## src/rtl/mips_stepped_core.sv

```systemverilog
// Multicycle MIPS-subset datapath stepped one phase per clock by an external sequencer.
// Ports: clk, reset (sync, active-low), count_state[2:0] phase; RD1/RD2 regfile reads, Mmemory_output ROM read at PC.
module mips_stepped_core #(
  parameter int DATA_WIDTH = 32,
  parameter int ADDR_WIDTH = 8,
  parameter int NBITS      = 5,
  parameter int Nbit       = 8,
  parameter int baudrate   = 9600,
  parameter int clk_freq   = 50000000
) (
  input  logic                  clk,
  input  logic                  reset,
  input  logic [2:0]            count_state,
  output logic [DATA_WIDTH-1:0] RD1,
  output logic [DATA_WIDTH-1:0] RD2,
  output logic [DATA_WIDTH-1:0] Mmemory_output
);

  // UART settings are carried for the future front end only.
  localparam bit CfgOk = (Nbit > 0) && (baudrate > 0) && (clk_freq > 0);
  if (!CfgOk) begin : g_cfg_bad
  end

  localparam int PCW = ADDR_WIDTH + 2;

  typedef enum logic [2:0] {
    PH_IDLE   = 3'd0,
    PH_FETCH  = 3'd1,
    PH_DECODE = 3'd2,
    PH_EXEC   = 3'd3,
    PH_WB     = 3'd4
  } phase_e;

  localparam logic [5:0] OP_RTYPE = 6'h00;
  localparam logic [5:0] OP_ADDI  = 6'h08;
  localparam logic [5:0] OP_ANDI  = 6'h0C;
  localparam logic [5:0] OP_ORI   = 6'h0D;

  localparam logic [5:0] FN_SLL = 6'h00;
  localparam logic [5:0] FN_SRL = 6'h02;
  localparam logic [5:0] FN_ADD = 6'h20;
  localparam logic [5:0] FN_SUB = 6'h22;
  localparam logic [5:0] FN_AND = 6'h24;
  localparam logic [5:0] FN_OR  = 6'h25;
  localparam logic [5:0] FN_SLT = 6'h2A;

  // Fixed program image; unlisted words read as zero.
  function automatic logic [DATA_WIDTH-1:0] rom(
    input logic [ADDR_WIDTH-1:0] idx
  );
    logic [DATA_WIDTH-1:0] v;
    v = '0;
    case (idx)
      ADDR_WIDTH'(0): v = DATA_WIDTH'(32'h2008_0001);
      ADDR_WIDTH'(1): v = DATA_WIDTH'(32'h2009_0002);
      ADDR_WIDTH'(2): v = DATA_WIDTH'(32'h200A_0003);
      ADDR_WIDTH'(3): v = DATA_WIDTH'(32'h200B_00FF);
      ADDR_WIDTH'(4): v = DATA_WIDTH'(32'h218C_0002);
      ADDR_WIDTH'(5): v = DATA_WIDTH'(32'h0128_8820);
      ADDR_WIDTH'(6): v = DATA_WIDTH'(32'h0011_8900);
      ADDR_WIDTH'(7): v = DATA_WIDTH'(32'h022A_8825);
      ADDR_WIDTH'(8): v = DATA_WIDTH'(32'h3173_00F0);
      default:        v = '0;
    endcase
    return v;
  endfunction

  logic [PCW-1:0]        r_pc;
  logic [DATA_WIDTH-1:0] r_ir;
  logic [DATA_WIDTH-1:0] r_a;
  logic [DATA_WIDTH-1:0] r_b;
  logic [DATA_WIDTH-1:0] r_aluout;
  logic [DATA_WIDTH-1:0] r_rf [32];

  logic [5:0]            w_op;
  logic [5:0]            w_funct;
  logic [4:0]            w_rs;
  logic [4:0]            w_rt;
  logic [4:0]            w_rd;
  logic [NBITS-1:0]      w_shamt;
  logic [DATA_WIDTH-1:0] w_imm_sx;
  logic [DATA_WIDTH-1:0] w_imm_zx;
  logic [ADDR_WIDTH-1:0] w_widx;
  logic [DATA_WIDTH-1:0] w_mem;
  logic [DATA_WIDTH-1:0] w_alu;
  logic                  w_wr_en;
  logic [4:0]            w_wr_addr;

  assign w_op     = r_ir[31:26];
  assign w_rs     = r_ir[25:21];
  assign w_rt     = r_ir[20:16];
  assign w_rd     = r_ir[15:11];
  assign w_shamt  = r_ir[6 +: NBITS];
  assign w_funct  = r_ir[5:0];
  assign w_imm_sx = {{(DATA_WIDTH-16){r_ir[15]}}, r_ir[15:0]};
  assign w_imm_zx = {{(DATA_WIDTH-16){1'b0}}, r_ir[15:0]};

  // PC is byte-addressed; the word index wraps with the PC width.
  assign w_widx = r_pc[ADDR_WIDTH+1:2];
  assign w_mem  = rom(w_widx);

  // $0 is never written, so it always reads zero.
  assign RD1            = r_rf[w_rs];
  assign RD2            = r_rf[w_rt];
  assign Mmemory_output = w_mem;

  // IR is stable across execute and writeback, so one decode serves both.
  always_comb begin
    w_alu     = '0;
    w_wr_en   = 1'b0;
    w_wr_addr = '0;
    unique case (w_op)
      OP_RTYPE: begin
        w_wr_addr = w_rd;
        w_wr_en   = 1'b1;
        unique case (w_funct)
          FN_ADD: w_alu = r_a + r_b;
          FN_SUB: w_alu = r_a - r_b;
          FN_AND: w_alu = r_a & r_b;
          FN_OR:  w_alu = r_a | r_b;
          FN_SLT: w_alu = {{(DATA_WIDTH-1){1'b0}},
                           ($signed(r_a) < $signed(r_b))};
          FN_SLL: w_alu = r_b << w_shamt;
          FN_SRL: w_alu = r_b >> w_shamt;
          default: w_wr_en = 1'b0;
        endcase
      end
      OP_ADDI: begin
        w_alu     = r_a + w_imm_sx;
        w_wr_en   = 1'b1;
        w_wr_addr = w_rt;
      end
      OP_ANDI: begin
        w_alu     = r_a & w_imm_zx;
        w_wr_en   = 1'b1;
        w_wr_addr = w_rt;
      end
      OP_ORI: begin
        w_alu     = r_a | w_imm_zx;
        w_wr_en   = 1'b1;
        w_wr_addr = w_rt;
      end
      default: ;
    endcase
  end

  always_ff @(posedge clk) begin
    if (!reset) begin
      r_pc     <= '0;
      r_ir     <= '0;
      r_a      <= '0;
      r_b      <= '0;
      r_aluout <= '0;
      for (int i = 0; i < 32; i++) r_rf[i] <= '0;
    end else begin
      case (count_state)
        PH_FETCH: begin
          r_ir <= w_mem;
          r_pc <= r_pc + PCW'(4);
        end
        PH_DECODE: begin
          r_a <= RD1;
          r_b <= RD2;
        end
        PH_EXEC: r_aluout <= w_alu;
        PH_WB: begin
          if (w_wr_en && (w_wr_addr != 5'd0))
            r_rf[w_wr_addr] <= r_aluout;
        end
        default: ;
      endcase
    end
  end

endmodule

```

## config.mk

```make
export PLATFORM = sky130hd
export DESIGN_NAME = mips_stepped_core
export DESIGN_NICKNAME = d
export VERILOG_FILES = /design/src/rtl/mips_stepped_core.sv
export SDC_FILE = /design/constraint.sdc
export NUM_CORES = 2
export LEC_CHECK = 0
export CAP_MARGIN = 25
export CORE_UTILIZATION = 55
export CTS_BUF_LIST = sky130_fd_sc_hd__clkbuf_4
export DETAILED_ROUTE_END_ITERATION = 12
export HOLD_SLACK_MARGIN = 0.12
export PLACE_DENSITY = 0.71
export SLEW_MARGIN = 20
export SYNTH_ARGS = -nofsm -noshare
export SYNTH_HDL_FRONTEND = slang
export SYNTH_SLANG_ARGS = --single-unit
```

## constraint.sdc

```tcl
create_clock -name clk -period 9.6 [get_ports clk]
set_input_delay 1.92 -clock clk [delete_from_list [all_inputs] [get_ports clk]]
set_output_delay 1.92 -clock clk [all_outputs]
set_load 0.005 [all_outputs]
```

* Word level (Yosys, flattened, before mapping)
Memory sizes are Yosys's and may differ from the RTL's. A register that Yosys moved wholly into a read port is not among the register bits. Index checks and enable logic that the tools add are counted.
Storage, ports and cells: flip-flop bits (word level) 138, RAM bits 1024, memory bits (read-only) 368, output and inout port bits 96, memories kept 2
Memory list:
- r_rf | depth 32, width 32, read ports 2, clocked after Yosys merged registers in 2, write ports 32, line 73 | logic [DATA_WIDTH-1:0] r_rf [32];
- (name not given) | depth 16, width 23, read ports 1, clocked after Yosys merged registers in 1, write ports 0, line 53 | case (idx)
Operators by class: add/subtract/negate cells 4, magnitude comparators 1, equal/unequal tests 13, shift-type cells 2, mux-type cells 20, bitwise logic cells 4, reductions and logical operators 8
Operators with widths (count):
- case mux 32 bit (7 select lines) | 1
- case mux 32 bit (4 select lines) | 1
- adder 32 bit | 2
- 2-to-1 mux 32 bit | 2
- bitwise AND 32 x 16 -> 32 bit | 1
- bitwise AND 32 bit | 1
- < comparator 32 bit | 1
- bitwise OR 32 x 16 -> 32 bit | 1
- bitwise OR 32 bit | 1
- OR reduction 32 bit | 1
- left shift 32 x 5 -> 32 bit | 1
- >> shifter 32 x 5 -> 32 bit | 1
- subtractor 32 bit | 1
- equality test 6 bit (second input constant) | 5
- 2-to-1 mux 5 bit | 5
- equality test 6 x 4 -> 1 bit (second input constant) | 3
- logical NOT 6 bit | 2
- adder 10 x 3 -> 10 bit (second input constant) | 1
- case mux 5 bit (2 select lines) | 1
- 2-to-1 mux 4 bit | 2
- 2-to-1 mux 1 bit | 7
- OR reduction 7 bit | 1
- equality test 3 x 2 -> 1 bit (second input constant) | 2
- equality test 6 x 2 -> 1 bit (second input constant) | 1
- other kinds (7) | 7

* Depth between registers and ports, before layout
depth after elaboration 11, mapped depth 13, depth with buffers taken out 13

* Least setup slack after synthesis
Ideal clock, no wire load.
path type input-to-reg, start input port count_state[1], end memory r_rf[28][0], enable pin, library setup time 0.466 ns, arrival time 5.004 ns, data required time 9.134 ns, path slack 4.130 ns, stages 5, path buffers 0, cell sequence nor2_1 > and4_1 > nand3_1 > o21bai_1 > o21ai_0
RTL lines:
- start, declared | line 13 | input logic [2:0] count_state,
- end, declared | line 73

==> results.sh <==
export IMPL_status="finished clean"
export IMPL_combPwrFrac_pct=8.6
export IMPL_yosys_area_top_type="edfxtp_1"
export IMPL_die_h_um=348.9
export IMPL_overflow=0
export IMPL_cp_top_family="multiplexers"
export IMPL_place_hpwl_um=136200
export IMPL_yosys_area_share_simple_pct=13.71
export IMPL_gp_congestion=0.9615
export IMPL_synthCells=4828
export IMPL_synth_seq_cells=1173
export IMPL_crit_chain="buf_12, mux4_2, mux4_2, mux2_2, clkdlybuf4s50_1"
export IMPL_intPower_mw=8.375
export IMPL_cts_setup_buffers=0
export IMPL_synthTopCellsByArea="edfxtp_1 46%, mux4_2 22%, and2_1 9.6%"
export IMPL_postCtsHoldBufs=0
export IMPL_r2r_end="r_rf[7][11]"
export IMPL_die_w_um=348.9
export IMPL_tightest_slew_ns=1.189
export IMPL_synthAdderAreaFrac_pct=2.473
export IMPL_power_leakage_nw=25.23
export IMPL_fin_setup_tns_ns=0
export IMPL_core_area_mm2=0.1187
export IMPL_period_needed_ns=7.006
export IMPL_fin_worst_skew_ns=0.1050
export IMPL_total_power_mw=11.25
export IMPL_post_place_ws_ns=3.788
export IMPL_hp_class="register to register"
export IMPL_critPathMaxFanout=115
export IMPL_cts_tree="yes"
export IMPL_p_per_area_mw_per_mm2=153.9
export IMPL_dr_pass1_iters=6
export IMPL_r2r_start="r_ir[28]"
export IMPL_pwr_share_seq_pct=51.9
export IMPL_p_switching_mw=2.878
export IMPL_die_area_mm2=0.1217
export IMPL_cts_max_level=5
export IMPL_synth_xor_area_share_pct=0.6881
export IMPL_design_area_mm2=0.07311
export IMPL_async_reset_ff_share_pct=0
export IMPL_num_vias=46340
export IMPL_drtAntennaViolNets=0
export IMPL_period_share_pct=72.98
export IMPL_yosysWarnings=0
export IMPL_r2r_cells=6
export IMPL_finalNetCount=5084
export IMPL_synth_compound_area_share_pct=5.736
export IMPL_critPathArrivalTime_ns=5.09
export IMPL_synthesis_area_mm2=0.06618
export IMPL_post_route_util_pct=61.59
export IMPL_viasPerCell=6.838
export IMPL_slowest_delay_ns=0.89
export IMPL_clkPwrFrac_pct=39.4
export IMPL_cp_end_kind="output port"
export IMPL_crit_cells=5
export IMPL_dpl_instance_area_mm2=0.06907
export IMPL_reg2reg_slack_ns=5.25
export IMPL_pin_count=101
export IMPL_ir_worst_vdd_v=0.0001336
export IMPL_worstHoldPathCells=2
export IMPL_cts_buffers=325
export IMPL_cts_buffer_depth=4
export IMPL_place_port_buffers=91
export IMPL_ys_dominant_reg_cell="edfxtp_1"
export IMPL_worstSetupPathType="register to output port"
export IMPL_timing_final_ws_setup_ns=2.594
export IMPL_cpMaxStageDelayCell="dfxtp_4"
export IMPL_worstHoldStart="r_ir[25]"
export IMPL_synth_commonest_cells="1024 x edfxtp_1, 1020 x and2_1, 640 x mux4_2"
export IMPL_max_freq_mhz=142.7
export IMPL_relSlewSlack_pct=20.71
export IMPL_cts_reportedPaths_clkPinSlew_ns=0.07
export IMPL_yosysTopAreaCellShare_pct=46.46
export IMPL_hold_viol=0
export IMPL_drive_gt1_share_pct=27.93
export IMPL_p_sw_share_pct=25.57
export IMPL_synthMuxAreaShare_pct=23.03
export IMPL_grt_setup_unrepaired="no"
export IMPL_cap_violations=0
export IMPL_synth_most_common_cell="edfxtp_1"
export IMPL_synth_seq_area_share_pct=50.97
export IMPL_grt_max_degree=133
export IMPL_nFillCells=9018
export IMPL_cp_start_kind="register"
export IMPL_synth_edf_count=1024
export IMPL_wire_per_inst_um=33.74
export IMPL_numClockSinks=1173
export IMPL_antenna_found_initial=27
export IMPL_cts_resized_gates=0
export IMPL_crit_top_cell="mux4_2"
export IMPL_grt_pass1_vias=45560
export IMPL_grt_total_usage_pct=37.77
export IMPL_syn_avg_cell_area_um2=13.71
export IMPL_cts_root_buf="clkbuf_4"
export IMPL_start_util_pct=55.75
export IMPL_insertion_delay_ns=1.31
export IMPL_finalMaxSlewViolations=0
export IMPL_grt_pass1_wl_um=321800
export IMPL_drt_iter0_drc=7407
export IMPL_area_growth_pct=10.47
export IMPL_worstPathRequired_ns=7.68
export IMPL_routed_wl_um=228700
export IMPL_path_buf_inv=2
export IMPL_yosysUniqueCellTypes=99
export IMPL_setup_violations_final=0
export IMPL_rows=126
export IMPL_synth_top_family_by_area="multiplexers"
export IMPL_drc_errors=0
[sequential cells by signal, indices dropped and copies added, names as in the netlist, named ones only]
signal and cells:
r_aluout 32, r_b 32, r_rf 1024, r_a 32, r_pc 8, r_ir 18
[power by group through the flow]
stage          clock [mW]  combinational (mW)  sequential, mW
2_1_floorplan           0               0.567            5.89
3_3_place_gp            0               0.914            5.94
3_5_place_dp            0               0.925            5.95
4_1_cts              4.48               0.930            5.84
5_1_grt              4.72               0.999            5.86
6_report             4.44               0.972            5.84
[worst max-delay path by stage]
| stage | start | to | slack (ns) |
|---|---|---|---|
| after floorplan | count_state[1] | r_rf[28][0] | 4.13 |
| after global placement | register | RD1[2] | 3.77 |
| after detailed placement | register | RD1[2] | 3.79 |
| after CTS | register | RD1[2] | 2.41 |
| after global routing | register | RD1[2] | 2.33 |
| final | register | RD1[3] | 2.59 |
[routing by layer]
layer  wire length (um)  global-route usage (%)  part of all wire (%)  vias up
li1                   -                       -                     -    18690
met1              79940                   48.71                    35    23130
met2             100700                   55.43                    44     3769
met3              33890                   13.30                    15      742
met4              13820                   21.89                   6.0       14
met5                284                  0.4802                  0.12        -
[cell families (layout without fill, tap and decap cells)]
family	count (synthesis)	after routing
AOI/OAI and AO/OA	583	583
xor gates and xnor gates	52	52
adders and majority gates	129	129
buffers and inverters	559	854
DFF	1173	1173
muxes	715	715
other	1	55
and+or+nand+nor	1616	1616
[metrics by stage]
stage	hold WS (ns)	cells
final	0.4434	6777
after global routing	0.4784	6773
after CTS	0.4405	6754
after detailed placement	0.4460	6214
after global placement	0.4351	6208
after floorplan	0.4359	4868
[tightest hold or removal path, cell delays in order (launching register included)]
cell and delay [ns]:
dfxtp_1 0.29, nand2_1 0.05, a21oi_1 0.07
[placed cells by master, fill, tap and decap left out, types with 34 or more instances in the layout]
master,count
nor3_1,34
dfxtp_1,134
mux4_2,640
mux2_2,64
buf_4,107
edfxtp_1,1024
nor2_1,230
o21ai_0,101
ha_1,126
and2_1,1020
inv_1,93
nand2_1,159
conb_1,41
clkdlybuf4s50_1,90
clkinv_1,59
clkbuf_4,468
a21oi_1,201
xnor2_1,35
[area by class of cell]
type,instances,area [um2],area share [%]
well taps,1600,2002,2.738
inverters,96,365.4,0.4997
multi-input cells,3136,30990,42.39
diodes,14,35.03,0.04792
clock buffers,467,3506,4.795
flip-flops and latches,1173,33770,46.19
repair buffers,218,2077,2.841
clock inverters,73,361.6,0.4946
Note: power is estimated with default switching activity, not from simulation.
